==> src/rtl/zx_vram_arb.sv <==
// -----------------------------------------------------------------------------
// zx_vram_arb
//   Arbitrates one synchronous single-port 8-bit screen RAM between ULA video
//   fetches and J1 CPU I/O-bus accesses, and holds the 0xFE border register.
//   The ULA always wins the RAM slot; the CPU is stalled via cpu_ready.
//
// Ports
//   clk, rst          : system clock, asynchronous active-low reset
//   cpu_addr/wdata    : CPU I/O address and write data (only wdata[7:0] used)
//   cpu_wr/cpu_rd     : level requests, held until cpu_ready
//   cpu_rdata         : read data, valid while cpu_ready=1, held until next read
//   cpu_ready         : one-cycle completion pulse
//   ula_req/vaddr     : ULA fetch strobe and screen byte address
//   vdata/vdata_valid : fetched byte, pulsed two cycles after ula_req
//   border            : border colour to the ULA
//   ram_addr/wdata/we : registered RAM control
//   ram_rdata         : RAM read data, one cycle after the ram_addr edge
// -----------------------------------------------------------------------------
module zx_vram_arb #(
    parameter logic [15:0] SCR_BASE    = 16'h4000,
    parameter int          SCR_SIZE    = 6912,
    parameter logic [15:0] BORDER_PORT = 16'h00FE,
    parameter logic [2:0]  BORDER_RST  = 3'd7
) (
    input  logic        clk,
    input  logic        rst,
    input  logic [15:0] cpu_addr,
    input  logic [15:0] cpu_wdata,
    input  logic        cpu_wr,
    input  logic        cpu_rd,
    output logic [15:0] cpu_rdata,
    output logic        cpu_ready,
    input  logic        ula_req,
    input  logic [12:0] vaddr,
    output logic [7:0]  vdata,
    output logic        vdata_valid,
    output logic [2:0]  border,
    output logic [12:0] ram_addr,
    output logic [7:0]  ram_wdata,
    output logic        ram_we,
    input  logic [7:0]  ram_rdata
);

    typedef enum logic [1:0] {
        IDLE,
        RDWAIT,
        RDCAP,
        DONE
    } state_t;

    // Decode is done in 17 bits so SCR_BASE + SCR_SIZE cannot wrap.
    localparam logic [16:0] SCR_LO = {1'b0, SCR_BASE};
    localparam logic [16:0] SCR_HI = SCR_LO + 17'(SCR_SIZE);

    state_t      state;
    logic        ula_p1;    // fetch issued on the previous edge
    logic        ula_p2;    // RAM data for that fetch is on ram_rdata now
    logic        is_screen;
    logic        is_port;
    logic [15:0] offset_full;
    logic [12:0] offset;
    logic        unused_ok;

    // NOTE: continuous assigns for pure decode; no storage, so no latch risk.
    assign is_screen   = ({1'b0, cpu_addr} >= SCR_LO) && ({1'b0, cpu_addr} < SCR_HI);
    assign is_port     = (cpu_addr == BORDER_PORT);
    assign offset_full = cpu_addr - SCR_BASE;
    assign offset      = offset_full[12:0];
    assign unused_ok   = ^{cpu_wdata[15:8], offset_full[15:13]};

    // NOTE: every register here, including the datapath bytes, is reset so the
    // outputs are defined the moment rst falls; there is no memory array here.
    always_ff @(posedge clk or negedge rst) begin
        if (!rst) begin
            state       <= IDLE;
            ula_p1      <= 1'b0;
            ula_p2      <= 1'b0;
            vdata       <= '0;
            vdata_valid <= 1'b0;
            cpu_rdata   <= '0;
            cpu_ready   <= 1'b0;
            border      <= BORDER_RST;
            ram_addr    <= '0;
            ram_wdata   <= '0;
            ram_we      <= 1'b0;
        end else begin
            // NOTE: non-blocking assignments throughout; pulses default low and
            // are raised below, so the last assignment in the block wins.
            ram_we      <= 1'b0;
            vdata_valid <= 1'b0;
            cpu_ready   <= 1'b0;

            // ULA pipeline: fixed two-edge latency, independent of the CPU.
            ula_p1 <= ula_req;
            ula_p2 <= ula_p1;
            if (ula_p2) begin
                vdata       <= ram_rdata;
                vdata_valid <= 1'b1;
            end
            if (ula_req) begin
                ram_addr <= vaddr;
            end

            unique case (state)
                IDLE: begin
                    if (cpu_wr || cpu_rd) begin
                        if (is_port) begin
                            if (cpu_wr) begin
                                border <= cpu_wdata[2:0];
                            end else begin
                                cpu_rdata <= {13'b0, border};
                            end
                            cpu_ready <= 1'b1;
                            state     <= DONE;
                        end else if (is_screen) begin
                            // The RAM slot belongs to the CPU only when the
                            // ULA is not fetching on this edge.
                            if (!ula_req) begin
                                ram_addr <= offset;
                                if (cpu_wr) begin
                                    ram_wdata <= cpu_wdata[7:0];
                                    ram_we    <= 1'b1;
                                    cpu_ready <= 1'b1;
                                    state     <= DONE;
                                end else begin
                                    state <= RDWAIT;
                                end
                            end
                        end else begin
                            if (!cpu_wr) begin
                                cpu_rdata <= '0;
                            end
                            cpu_ready <= 1'b1;
                            state     <= DONE;
                        end
                    end
                end
                RDWAIT: state <= RDCAP;
                RDCAP: begin
                    cpu_rdata <= {8'h00, ram_rdata};
                    cpu_ready <= 1'b1;
                    state     <= DONE;
                end
                DONE:    state <= IDLE;
                default: state <= IDLE;
            endcase
        end
    end

endmodule

==> config.mk <==
export PLATFORM = sky130hd
export DESIGN_NAME = zx_vram_arb
export DESIGN_NICKNAME = d
export VERILOG_FILES = /design/src/rtl/zx_vram_arb.sv
export SDC_FILE = /design/constraint.sdc
export NUM_CORES = 1
export LEC_CHECK = 0
export ABC_AREA = 1
export BUFFER_PORTS_ARGS = -buffer_cell sky130_fd_sc_hd__buf_2
export CAP_MARGIN = 20
export CORE_ASPECT_RATIO = 1.1
export CORE_UTILIZATION = 46
export DETAILED_ROUTE_END_ITERATION = 8
export GPL_TIMING_DRIVEN = 0
export PLACE_DENSITY = 0.9
export SLEW_MARGIN = 10
export SYNTH_ARGS = -nofsm -noshare
export SYNTH_HDL_FRONTEND = slang
export SYNTH_SLANG_ARGS = --single-unit
==> constraint.sdc <==
create_clock -name clk -period 1.6 [get_ports clk]
set_input_delay 0.16 -clock clk [delete_from_list [all_inputs] [get_ports clk]]
set_output_delay 0.16 -clock clk [all_outputs]
set_load 0.05 [all_outputs]
; ---- Yosys cells after proc, flatten, opt, wreduce, memory -nomap -nowiden
; Cells that the tools add are included.
[totals]
romBits = 0
memories = 0
mem_bits_rw = 0
word_cells = 62
in_bits = 58
out_inout_bits = 51
ff_bits = 55
latch_bits = 0
[op_classes]
reduce_logical = 8
mul = 0
n_lt_le_gt_ge = 2
bitwise = 2
shift = 0
add_sub_neg = 1
div = 0
n_eq_ne = 9
n_mux = 29
[ops]
columns = operator, n
row1 = $mux W16, 5
row2 = $mux W13, 6
row3 = $pmux W16 S2, 1
row4 = $eq A16 B8 Y1 const B, 1
row5 = $ge A16 B15 Y1 const B, 1
row6 = $lt A16 B15 Y1 const B, 1
row7 = $sub A13 B1 Y13 const B, 1
row8 = $mux W1, 10
row9 = $mux W2, 5
row10 = $ne A3 B3 Y1 const B, 3
row11 = $pmux W2 S4, 1
row12 = $reduce_and A6 Y1, 1
row13 = $reduce_and A5 Y1, 1
row14 = $eq A2 B2 Y1 const B, 2
row15 = $ne A4 B4 Y1 const B, 1
row16 = $reduce_and A4 Y1, 1
row17 = $eq A2 B1 Y1 const B, 1
row18 = $logic_not A2 Y1, 1
row19 = $ne A2 B2 Y1 const B, 1
row20 = $not A1 Y1, 2
row21 = $pmux W1 S2, 1
row22 = $reduce_and A2 Y1, 1
row23 = $reduce_bool A2 Y1, 1
row24 = $logic_and A1 B1 Y1, 1
row25 = $logic_or A1 B1 Y1, 1

; ---- Depth between registers and ports, before layout
; Gate-level depths: netlist (run 1).
[logic_depth]
ltp_word = 6
ltp_mapped = 10
depth_no_buf = 10

; ---- Worst setup path after synthesis (run 1)
; Ideal clock, no wire load.
[synth_path]
path_kind = reg-to-reg
from = register state[0]
to = register ram_addr[0]
t_arrival_ps = 1301
setup_slack_ps = 182
setup_ps = 117
path_stages_with_launch = 11
n_path_buf = 1
period_less_slack_ps = 1418
path_cell_list = dfrtp_1 inv_1 ha_1 inv_2 nor2_4 nand3_4 inv_4 buf_6 nand2_1 nand3_1 nand2_1
[synth_between]
elab_chain_len = 2
[synth_lines]
columns = item, line_no
row1 = start: declaration, 55  ; state_t state;
row2 = start signal: assignment, 75  ; state <= IDLE;
row3 = start signal: assignment, 114  ; state <= DONE;
row4 = start signal: assignment, 124  ; state <= DONE;
row5 = $logic_not A2 Y1, 104  ; unique case (state)
row6 = $mux W13, 104
row7 = end signal: assignment, 101  ; ram_addr <= vaddr;
row8 = end signal: assignment, 119  ; ram_addr <= offset;
row9 = end: declaration, 38  ; output logic [12:0] ram_addr,
; Every way passes these cells.
; A chain may end at the register's enable or synchronous reset.

; ---- Worst setup path after layout (run 1)
[layout_path]
from = register state[1]
to = register ram_addr[2]
; The elaborated chain is that of the path after synthesis.

==> impl_metrics.sql, run 1 <==
INSERT INTO impl_metrics (metric_group, metric, value, unit) VALUES
('floorplan', 'design.portCount', '109', ''),
('clocking', 'tritoncts', 'done', ''),
('final_layout', 'layout.cells.non_filler', '459', ''),
('worst_hold_path', 'timing.hold.worst.class', 'in -> reg', ''),
('yosys', 'post_synth_num_cell_types', '25', ''),
('final_layout', 'drive_above_1_share', '34.99', '%'),
('critical_path', 'worst-setup-path-type', 'reg -> reg', ''),
('critical_path', 'crit_arrival', '1680', 'ps'),
('global_route', 'track_usage', '21.05', '%'),
('pwr', 'power_frac_seq', '36.9', '%'),
('routing', 'wl', '5397', 'um'),
('clocking', 'clockBufferDepth', '2', ''),
('timing', 'final.setup.worst_slack', '113.9', 'ps'),
('global_route', 'first_global_vias', '2048', ''),
('clocking', 'cts_root_buffer_type', 'clkbuf_8', ''),
('yosys', 'proportion_of_synthesized_chip_area_in_sequential_cells', '50.86', '%'),
('critical_path', 'worst_path_largest_cell_delay', '420', 'ps'),
('critical_path', 'worst-path-buf-inv', '4', ''),
('timing', 'timing.max_slew.rel_slack', '66.04', '%'),
('critical_path', 'crit_path_end_kind', 'register', ''),
('placement', 'dp_slack', '-12.63', 'ps'),
('routing', 'overall_via_count_from_detail_route', '2157', ''),
('final_layout', 'num-fill-cells', '397', ''),
('pwr', 'power.density', '1341', 'nW/um^2'),
('timing', 'max_freq', '672.9', 'MHz'),
('placement', 'gp_congestion', '0.8728', ''),
('routing', 'drtAntennaViolNets', '0', ''),
('timing', 'report.final.hold_viol_count', '0', ''),
('pwr', 'vdd.ir_drop.worst', '879.3', 'uV'),
('job', 'max-cap-violations', '0', ''),
('critical_path', 'critical_path.slowest_cell', 'dfrtp_1', ''),
('final_layout', 'highest_count_cells_in_the_layout_ignoring_fill_and_taps', 'nand2_1, buf_2, dfrtp_1, inv_1, nand3_1', ''),
('floorplan', 'initial_core_util', '48.84', '%'),
('clocking', 'path_clk_slew', '90', 'ps'),
('timing', 'final-max-slew-violation-count', '0', ''),
('timing', 'rsz0062_at_grt', 'false', ''),
('floorplan', 'die_y', '76.48', 'um'),
('global_route', 'grt_start_max_net_pins', '48', ''),
('yosys', 'synth_cells', '292', ''),
('routing', 'drcViolationCount', '0', ''),
('clocking', 'clock_sinks', '47', ''),
('floorplan', 'fp.dieW', '69.71', 'um'),
('floorplan', 'core_area', '4750', 'um^2'),
('critical_path', 'crit_chain', 'inv_2 > ha_4 > inv_2 > nor2_4 > nand3_4 > inv_6 > clkbuf_16 > nand2_1 > nand3_1 > nand2_1', ''),
('critical_path', 'worst-endpoint-required', '1790', 'ps'),
('run_status', 'run_status', 'complete, no violations', ''),
('routing', 'routedLengthMet1', '2366', 'um'),
('pwr', 'leak_pwr', '1.836', 'nW'),
('yosys', 'postSynthRegisterBits', '47', ''),
('timing', 'period_share', '92.88', '%'),
('yosys', 'postSynthAreaPerCell', '7.944', 'um^2'),
('timing', 'timing.final.setup_violations', '0', ''),
('routing', 'drtPass1Iterations', '4', ''),
('timing', 'tightest_slew', '509.3', 'ps'),
('routing', 'routed_wire_length_per_instance', '11.76', 'um'),
('placement', 'placement.io_buffers', '92', ''),
('pwr', 'p_int', '2.250', 'mW'),
('final_layout', 'final_net_count', '462', ''),
('final_layout', 'utilization', '64.25', '%'),
('routing', 'first_iter_violations', '82', ''),
('critical_path', 'path_max_fanout', '6', ''),
('critical_path', 'critical_path.startpoint_type', 'register', ''),
('pwr', 'switching_power', '1.843', 'mW'),
('timing', 'period_needed', '1486', 'ps'),
('routing', 'route.met3.wl', '393', 'um'),
('final_layout', 'post-route-cell-area', '3052', 'um^2'),
('routing', 'drt-vias-per-instance', '4.699', ''),
('final_layout', 'most_common_library_cell_in_the_layout_ignoring_fill_and_taps', 'nand2_1', ''),
('yosys', 'yosysWarningCount', '0', ''),
('global_route', 'globalRouteOverflowTotal', '0', ''),
('routing', 'met2_wirelength', '2589', 'um');
## flip-flops by register name, summed over array words and instances (netlist names)
register,flops
vdata_valid,1
vdata,8
border,3
cpu_rdata,8
cpu_ready,1
ula_p1,1
ram_wdata,8
ram_we,1
ula_p2,1
state,2
ram_addr,13
## what timing repair did
| action | 4_1_cts | 5_1_grt |
|---|---|---|
| gates cloned | 0 | 1 |
| pin swaps | 0 | 2 |
| hold endpoints to repair | 0 | 18 |
| buffers inserted | 0 | 1 |
| endpoints found under the setup margin | 9 | 22 |
| resized for setup | 1 | 8 |
| hold buffers | 0 | 1 |
## worst register-to-register path: stages, from the launching register on
cell	delay [ps]
dfrtp_1	420
inv_2	80
ha_4	170
inv_2	60
nor2_4	100
nand3_4	120
inv_6	120
clkbuf_16	150
nand2_1	50
nand3_1	60
nand2_1	50
## synth_stat cells (all sizes together)
| library cell | instances | share of area [%] |
|---|---|---|
| nand3 | 20 | 4.9 |
| conb | 1 | 0.16 |
| nand2 | 125 | 21 |
| inv | 43 | 7.1 |
| buf | 12 | 4.0 |
| ha | 2 | 1.1 |
| clkbuf | 3 | 0.49 |
| o21bai | 1 | 0.32 |
| clkinv | 1 | 0.38 |
| o21ai | 11 | 2.4 |
| nand4 | 2 | 0.54 |
| dfrtp | 44 | 47 |
| nor2 | 16 | 3.3 |
| dfstp | 3 | 3.4 |
| mux2 | 8 | 3.9 |
## path summary, 6_finish.rpt
path,from,end,slack (ps),cells after the start
setup / recovery,state[1],ram_addr[2],110,10
hold / removal,cpu_wdata[6],ram_wdata[6],60,3
setup reg to reg,state[1],ram_addr[2],110,10
hold reg to reg,ula_p1,ula_p2,360,0
max in group asynchronous,rst,ula_p1,720,3
min in group asynchronous,rst,vdata[1],370,2
## power groups by stage
stage	sequential, mW	clock, mW	combinational, mW
2_1_floorplan	2.16	0	0.728
3_3_place_gp	1.52	0	1.76
3_5_place_dp	1.53	0	1.80
4_1_cts	1.51	0.742	1.80
5_1_grt	1.54	0.791	2.04
6_report	1.51	0.713	1.87
## stage by stage
| stage | hold WS, ps | power (mW) |
|---|---|---|
| 2_1_floorplan | -135.6 | 2.889 |
| 3_3_place_gp | 336.3 | 3.279 |
| 3_5_place_dp | 339.7 | 3.322 |
| 4_1_cts | 44.69 | 4.052 |
| 5_1_grt | 49.85 | 4.370 |
| 6_report | 55.43 | 4.093 |
## cell type report
class / count / area [um^2] / share of cell area, %
Multi-Input combinational cell: 193 / 907.1 / 29.73
Tap cell: 56 / 70.07 / 2.296
Sequential cell: 47 / 1180 / 38.66
Clock buffer: 5 / 68.82 / 2.255
Buffer: 15 / 108.9 / 3.567
Inverter: 44 / 175.2 / 5.740
Timing Repair Buffer: 96 / 523.0 / 17.14
Clock inverter: 3 / 18.77 / 0.6150
## kinds of logic (layout without fill, tap and decap cells)
| family | Yosys count | after routing | synth area share [%] |
|---|---|---|---|
| AOI/OAI and AO/OA | 12 | 12 | 2.697 |
| adders and majority gates | 2 | 2 | 1.079 |
| buffers and inverters | 59 | 163 | 11.92 |
| DFF | 47 | 47 | 50.86 |
| muxes | 8 | 8 | 3.884 |
| other | 1 | 8 | 0.1617 |
| and+or+nand+nor | 163 | 163 | 29.40 |
## metal layers
metal  vias up  track usage (%)
li1       1085                -
met2        90            36.60
met3         5            5.820
met1       977            25.80
met5         -                0
met4         0            5.200
Power figures use the tool's default switching activity.
==> inputs of run 2 (changes only) <==
--- a/config.mk
+++ b/config.mk
@@ -13,6 +13,7 @@
 export DETAILED_ROUTE_END_ITERATION = 8
 export GPL_TIMING_DRIVEN = 0
 export PLACE_DENSITY = 0.9
+export RECOVER_POWER = 25
 export SLEW_MARGIN = 10
 export SYNTH_ARGS = -nofsm -noshare
 export SYNTH_HDL_FRONTEND = slang
==> run 2 against run 1 <==
Compared with the run above:
- worst hold slack is essentially flat
- cell area shrank 0.53%
- utilization is 0.34 points lower
- critical path depth stayed put
- power decreased by 0.12%
- largest power group unchanged
- count of clock-buffer cells in the layout unchanged
- clock power about the same
- via count shrank 0.28%
- first-iteration DRC count up 1.2%
==> impl_metrics.sql, run 2 (synthesized netlist as in run 1, its figures left out) <==
INSERT INTO impl_metrics (metric_group, metric, value, unit) VALUES
('critical_path', 'worst-setup-path-type', 'reg -> reg', ''),
('floorplan', 'fp.dieW', '69.71', 'um'),
('timing', 'max_freq', '674.5', 'MHz'),
('final_layout', 'antennaDiodeCount', '0', ''),
('pwr', 'p_clk_share', '17.5', '%'),
('final_layout', 'final_net_count', '462', ''),
('clocking', 'clockBufferDepth', '2', ''),
('pwr', 'switching_power', '1.842', 'mW'),
('clocking', 'worstSkewPairLatency', '300', 'ps'),
('global_route', 'globalRouteOverflowTotal', '0', ''),
('routing', 'drcViolationCount', '0', ''),
('pwr', 'comb_power_share', '45.6', '%'),
('final_layout', 'drive_above_1_share', '34.74', '%'),
('floorplan', 'std_cell_rows', '26', ''),
('timing', 'tightest_slew', '587.5', 'ps'),
('pwr', 'vdd.ir_drop.worst', '879.9', 'uV'),
('global_route', 'first_pass_grt_wire_length', '8921', 'um'),
('timing', 'period_share', '92.66', '%'),
('run_status', 'run_status', 'complete, no violations', ''),
('floorplan', 'die_y', '76.48', 'um'),
('critical_path', 'worst_path_largest_cell_delay', '420', 'ps'),
('floorplan', 'core_area', '4750', 'um^2'),
('timing', 'rsz0062_at_grt', 'false', ''),
('routing', 'drt-vias-per-instance', '4.686', ''),
('final_layout', 'utilization', '63.91', '%'),
('critical_path', 'critical_path.startpoint_type', 'register', ''),
('worst_hold_path', 'timing.hold.worst.class', 'in -> reg', ''),
('routing', 'drtAntennaViolNets', '0', ''),
('pwr', 'p_int', '2.245', 'mW'),
('final_layout', 'registers.top_by_ff_count', 'ram_addr', ''),
('global_route', 'first_global_vias', '2048', ''),
('timing', 'timing.max_slew.rel_slack', '60.83', '%'),
('routing', 'overall_via_count_from_detail_route', '2151', ''),
('critical_path', 'crit_arrival', '1670', 'ps'),
('final_layout', 'largest_register_ffs', '13', ''),
('clocking', 'cts_root_buffer_type', 'clkbuf_8', ''),
('timing', 'timing.final.setup_violations', '0', ''),
('pwr', 'power_switching_share', '45.07', '%'),
('clocking', 'clock_sinks', '47', ''),
('timing', 'finalSetupTns', '0', 'ps'),
('routing', 'routed_wire_length_per_instance', '11.73', 'um'),
('pwr', 'leak_pwr', '1.828', 'nW'),
('clocking', 'path_clk_slew', '90', 'ps'),
('global_route', 'grt_start_max_net_pins', '48', ''),
('clocking', 'cts-htree-levels', '2', ''),
('global_route', 'track_usage', '21.05', '%'),
('clocking', 'tritoncts', 'done', ''),
('routing', 'first_iter_violations', '83', ''),
('routing', 'drtPass1Iterations', '4', ''),
('critical_path', 'crit_path_end_kind', 'register', ''),
('job', 'max-cap-violations', '0', ''),
('placement', 'placement.io_buffers', '92', ''),
('timing', 'final-max-slew-violation-count', '0', ''),
('timing', 'period_needed', '1483', 'ps'),
('final_layout', 'post-route-cell-area', '3035', 'um^2'),
('critical_path', 'critical_path.slowest_cell', 'dfrtp_1', ''),
('critical_path', 'path_max_fanout', '6', ''),
('floorplan', 'initial_core_util', '48.84', '%'),
('timing', 'finalClockSkew', '5.556', 'ps'),
('timing', 'report.final.hold_viol_count', '0', ''),
('final_layout', 'highest_count_cells_in_the_layout_ignoring_fill_and_taps', 'nand2_1, buf_2, dfrtp_1, inv_1, nand3_1', ''),
('placement', 'gp_congestion', '0.8728', ''),
('placement', 'dpl.hpwl', '3845', 'um'),
('critical_path', 'crit_chain', 'inv_2 > ha_4 > inv_2 > nor2_4 > nand3_4 > inv_6 > clkbuf_16 > nand2_1 > nand3_1 > nand2_1', ''),
('pwr', 'power_frac_seq', '37.0', '%'),
('clocking', 'cts_made_buffers', '5', ''),
('pwr', 'power.density', '1347', 'nW/um^2'),
('pwr', 'total_power', '4.088', 'mW'),
('routing', 'wl', '5384', 'um'),
('floorplan', 'design.portCount', '109', ''),
('global_route', 'antenna_found_initial', '0', ''),
('floorplan', 'die_area', '5331', 'um^2'),
('placement', 'postPlaceCellArea', '2877', 'um^2'),
('final_layout', 'most_common_library_cell_in_the_layout_ignoring_fill_and_taps', 'nand2_1', ''),
('final_layout', 'area_delta_synth_final', '30.85', '%'),
('critical_path', 'worst-endpoint-required', '1790', 'ps');
-- run 2: changes by cell type in the layout (fill, tap and decap cells not counted) --
cell,before,now
clkbuf_2,1,2
buf_12,1,0
buf_2,94,93
clkbuf_1,2,3
-- run 2: repair_timing --
action,in CTS,in global routing
hold buffers,0,1
gates resized for setup,1,8
setup endpoints to repair,9,22
gates cloned,0,1
pin swaps,0,2
buffers inserted,0,1
hold endpoints to repair,0,18
-- run 2: per-stage QoR --
step | cells | worst slack, ps | hold WS, ps
global route | 459 | 1.063 | 49.86
global placement | 447 | 39.72 | 336.3
finish | 459 | 117.5 | 55.28
detailed placement | 447 | -12.63 | 339.7
CTS | 455 | 23.79 | 44.69
floorplan | 299 | 181.6 | -135.6
-- run 2: power by group through the flow --
stage          logic, mW  registers (mW)  clock network (mW)
2_1_floorplan      0.728            2.16                   0
3_3_place_gp        1.76            1.52                   0
3_5_place_dp        1.80            1.53                   0
4_1_cts             1.80            1.51               0.742
5_1_grt             2.03            1.54               0.791
6_report            1.86            1.51               0.713
-- run 2: final cells by class --
class / instances / area (um^2)
clock inverters: 3 / 18.77
flip-flops and latches: 47 / 1180
repair buffers: 96 / 506.7
clock buffers: 5 / 68.82
well taps: 56 / 70.07
fillers: 400 / 1714
inverters: 44 / 175.2
multi-input cells: 193 / 907.1
plain buffers: 15 / 108.9
-- run 2: critical path, delay by kind of cell, from the launching register on --
family	cells	cell delay, ps
buffers and inverters	4	400
adders and majority gates	1	160
and+or+nand+nor	5	380
DFF	1	420
-- run 2: metal layers --
metal,track usage (%),share of wire [%]
met5,0,0
met4,5.200,0.87
met3,5.820,7.5
met2,36.60,48
met1,25.80,44
-- run 2: path summary, 6_finish.rpt --
check	cells past startpoint	slack [ps]	startpoint	endpoint
max	10	120	state[1]	ram_addr[2]
min	3	60	cpu_wdata[6]	ram_wdata[6]
max reg2reg	10	120	state[1]	ram_addr[2]
min reg2reg	0	360	ula_p1	ula_p2
max in group asynchronous	3	260	rst	ram_addr[0]
min in group asynchronous	2	370	rst	vdata[1]
==> inputs of run 3 (changes only) <==
==> constraint.sdc (replaced) <==
create_clock -name clk -period 1.4 [get_ports clk]
set_input_delay 0.14 -clock clk [delete_from_list [all_inputs] [get_ports clk]]
set_output_delay 0.14 -clock clk [all_outputs]
set_load 0.05 [all_outputs]
==> run 3 against run 2 <==
Compared with the run above:
- the run now ends with setup timing left
- worst hold slack got worse by 25 ps
- die area did not move
- register-to-register slack worse by 190 ps
- via count up 5.1%
- maximum frequency up 0.85%
- combinational power up 29%
- setup slack got worse by 190 ps
- wire length is 3.7% higher
- final cell count grew 1.7%
- largest cell class unchanged
- largest power group unchanged
==> impl_metrics.sql, run 3 (synthesized netlist as in run 1, its figures left out) <==
INSERT INTO impl_metrics (metric_group, metric, value, unit) VALUES
('timing', 'final.setup.worst_slack', '-70.07', 'ps'),
('clocking', 'clockBufferDepth', '2', ''),
('critical_path', 'crit_path_end_kind', 'register', ''),
('clocking', 'worstSkewPairLatency', '300', 'ps'),
('critical_path', 'worst_path_largest_cell_delay', '410', 'ps'),
('final_layout', 'num-fill-cells', '405', ''),
('critical_path', 'worst-setup-path-type', 'reg -> reg', ''),
('final_layout', 'most_common_library_cell_in_the_layout_ignoring_fill_and_taps', 'nand2_1', ''),
('timing', 'period_needed', '1470', 'ps'),
('run_status', 'violated_checks', 'setup timing', ''),
('critical_path', 'crit_arrival', '1660', 'ps'),
('clocking', 'path_clk_slew', '90', 'ps'),
('final_layout', 'area_delta_synth_final', '37.11', '%'),
('timing', 'timing.max_slew.rel_slack', '62.09', '%'),
('floorplan', 'design.portCount', '109', ''),
('global_route', 'track_usage', '21.19', '%'),
('timing', 'report.final.hold_viol_count', '0', ''),
('floorplan', 'initial_core_util', '48.84', '%'),
('global_route', 'antenna_found_initial', '0', ''),
('routing', 'routed_wire_length_per_instance', '11.96', 'um'),
('routing', 'drtPass1Iterations', '4', ''),
('final_layout', 'largest_register_ffs', '13', ''),
('run_status', 'run_status', 'complete, but fails checks', ''),
('clocking', 'tritoncts', 'done', ''),
('floorplan', 'std_cell_rows', '26', ''),
('pwr', 'power.density', '1561', 'nW/um^2'),
('global_route', 'first_global_vias', '2145', ''),
('routing', 'wl', '5584', 'um'),
('critical_path', 'reg2reg_setup_slack', '-70', 'ps'),
('critical_path', 'critical_path.slowest_cell', 'dfrtp_1', ''),
('final_layout', 'antennaDiodeCount', '0', ''),
('timing', 'period_share', '105.0', '%'),
('critical_path', 'worst-endpoint-required', '1590', 'ps'),
('critical_path', 'worstReg2RegStart', 'state[0]', ''),
('critical_path', 'critical_path.startpoint_type', 'register', ''),
('critical_path', 'rr_endpoint', 'ram_addr[0]', ''),
('critical_path', 'path_max_fanout', '5', ''),
('clocking', 'cts_root_buffer_type', 'clkbuf_8', ''),
('routing', 'first_iter_violations', '63', ''),
('global_route', 'globalRouteOverflowTotal', '0', ''),
('placement', 'placement.io_buffers', '92', ''),
('global_route', 'first_pass_grt_wire_length', '9218', 'um'),
('final_layout', 'seq_area', '1180', 'um^2'),
('critical_path', 'crit_chain', 'inv_2 > ha_4 > inv_4 > nor2_4 > nand3_4 > inv_6 > buf_6 > nand2_2 > nand3_2 > nand2_1', ''),
('clocking', 'cts_made_buffers', '5', ''),
('placement', 'dp_slack', '-185.1', 'ps'),
('final_layout', 'total_area_of_multi_input_combinational_cells', '983.4', 'um^2'),
('timing', 'final-max-slew-violation-count', '0', ''),
('worst_hold_path', 'timing.hold.worst.class', 'in -> reg', ''),
('placement', 'gp_congestion', '0.8377', ''),
('timing', 'rsz0062_at_grt', 'true', ''),
('routing', 'drtAntennaViolNets', '0', ''),
('worst_hold_path', 'timing.hold.worst_endpoint', 'ram_wdata[5]', ''),
('clocking', 'cts-htree-levels', '2', ''),
('routing', 'drcViolationCount', '0', ''),
('floorplan', 'fp.dieW', '69.71', 'um'),
('job', 'max-cap-violations', '0', ''),
('timing', 'finalClockSkew', '7.979', 'ps'),
('routing', 'drt-vias-per-instance', '4.839', ''),
('global_route', 'grt_start_max_net_pins', '48', ''),
('timing', 'tightest_slew', '568.7', 'ps'),
('worst_hold_path', 'hold_start', 'cpu_wdata[5]', ''),
('floorplan', 'core_area', '4750', 'um^2'),
('placement', 'post-place-cells', '447', ''),
('final_layout', 'layout.cells.non_filler', '467', ''),
('final_layout', 'utilization', '66.97', '%'),
('routing', 'overall_via_count_from_detail_route', '2260', ''),
('placement', 'dpl.hpwl', '3820', 'um'),
('worst_hold_path', 'hold_depth', '3', ''),
('floorplan', 'die_y', '76.48', 'um'),
('pwr', 'leak_pwr', '1.892', 'nW'),
('pwr', 'vdd.ir_drop.worst', '914.8', 'uV'),
('timing', 'max_freq', '680.2', 'MHz'),
('critical_path', 'cp-startpoint', 'state[0]', ''),
('final_layout', 'final_net_count', '470', ''),
('critical_path', 'worstRegToRegCells', '10', ''),
('final_layout', 'registers.top_by_ff_count', 'ram_addr', ''),
('final_layout', 'highest_count_cells_in_the_layout_ignoring_fill_and_taps', 'nand2_1, buf_2, dfrtp_1, inv_1, buf_4', ''),
('floorplan', 'die_area', '5331', 'um^2'),
('clocking', 'clock_sinks', '47', ''),
('timing', 'timing.final.setup_violations', '29', ''),
('final_layout', 'drive_above_1_share', '41.12', '%');
## run 3: cell types whose count changed in the layout (fill, tap and decap cells not counted), sizes merged
cell      delta
buf          +9
clkbuf       -2
clkinvlp     +2
clkinv       -2
inv          +1
## run 3: how the worst max path moves through the flow
| stage | end | slack (ps) | cells past startpoint |
|---|---|---|---|
| CTS | ram_addr[7] | -20 | 10 |
| global placement | ram_addr[7] | -120 | 10 |
| detailed placement | ram_addr[5] | -190 | 10 |
| global route | cpu_rdata[5] | -150 | 9 |
| finish | ram_addr[0] | -70 | 10 |
| floorplan | ram_addr[0] | 10 | 10 |
## run 3: cell type report
cell class,count,area share [%]
Tap cell,56,2.203
Clock buffer,5,2.164
Timing Repair Buffer,103,17.51
Timing Repair inverter,1,0.1967
Buffer,15,3.580
Inverter,44,5.586
Multi-Input combinational cell,193,30.92
Clock inverter,3,0.7474
Sequential cell,47,37.10
## run 3: critical path, delay by kind of cell, from the launching register on
| kind | cells | cell delay (ps) |
|---|---|---|
| flip-flops | 1 | 410 |
| AND/OR/NAND/NOR | 5 | 400 |
| buffers and inverters | 4 | 370 |
| adder cells (fa/ha/maj) | 1 | 180 |
## run 3: repair_timing
item,4_1_cts,5_1_grt
pin swaps,4,8
gates cloned,3,0
endpoints found under the hold margin,0,22
setup endpoints to repair,30,32
buffers inserted,6,1
resized for setup,13,27
hold buffers,0,1
## run 3: through the flow
stage	total power [mW]	instance area, um^2	TNS [ps]	hold slack, ps
2_1_floorplan	3.307	2349	0	-155.6
3_3_place_gp	3.759	2879	-1716	332.7
3_5_place_dp	3.813	2879	-3029	334.7
4_1_cts	4.876	3067	-214.8	28.20
5_1_grt	5.266	3181	-3726	33.90
6_report	4.964	3181	-1028	30.25
## run 3: metal layers
layer / wire, um / GRT usage [%]
met1: 2438 / 26.52
met2: 2708 / 37.77
met3: 396 / 4.630
met4: 40 / 4.000
met5: 0 / 0
## run 3: power breakdown
group          leakage (nW)  switching, mW  internal (mW)
combinational          1.27           1.62          0.782
sequential            0.583          0.122           1.60
clock                0.0408          0.485          0.358
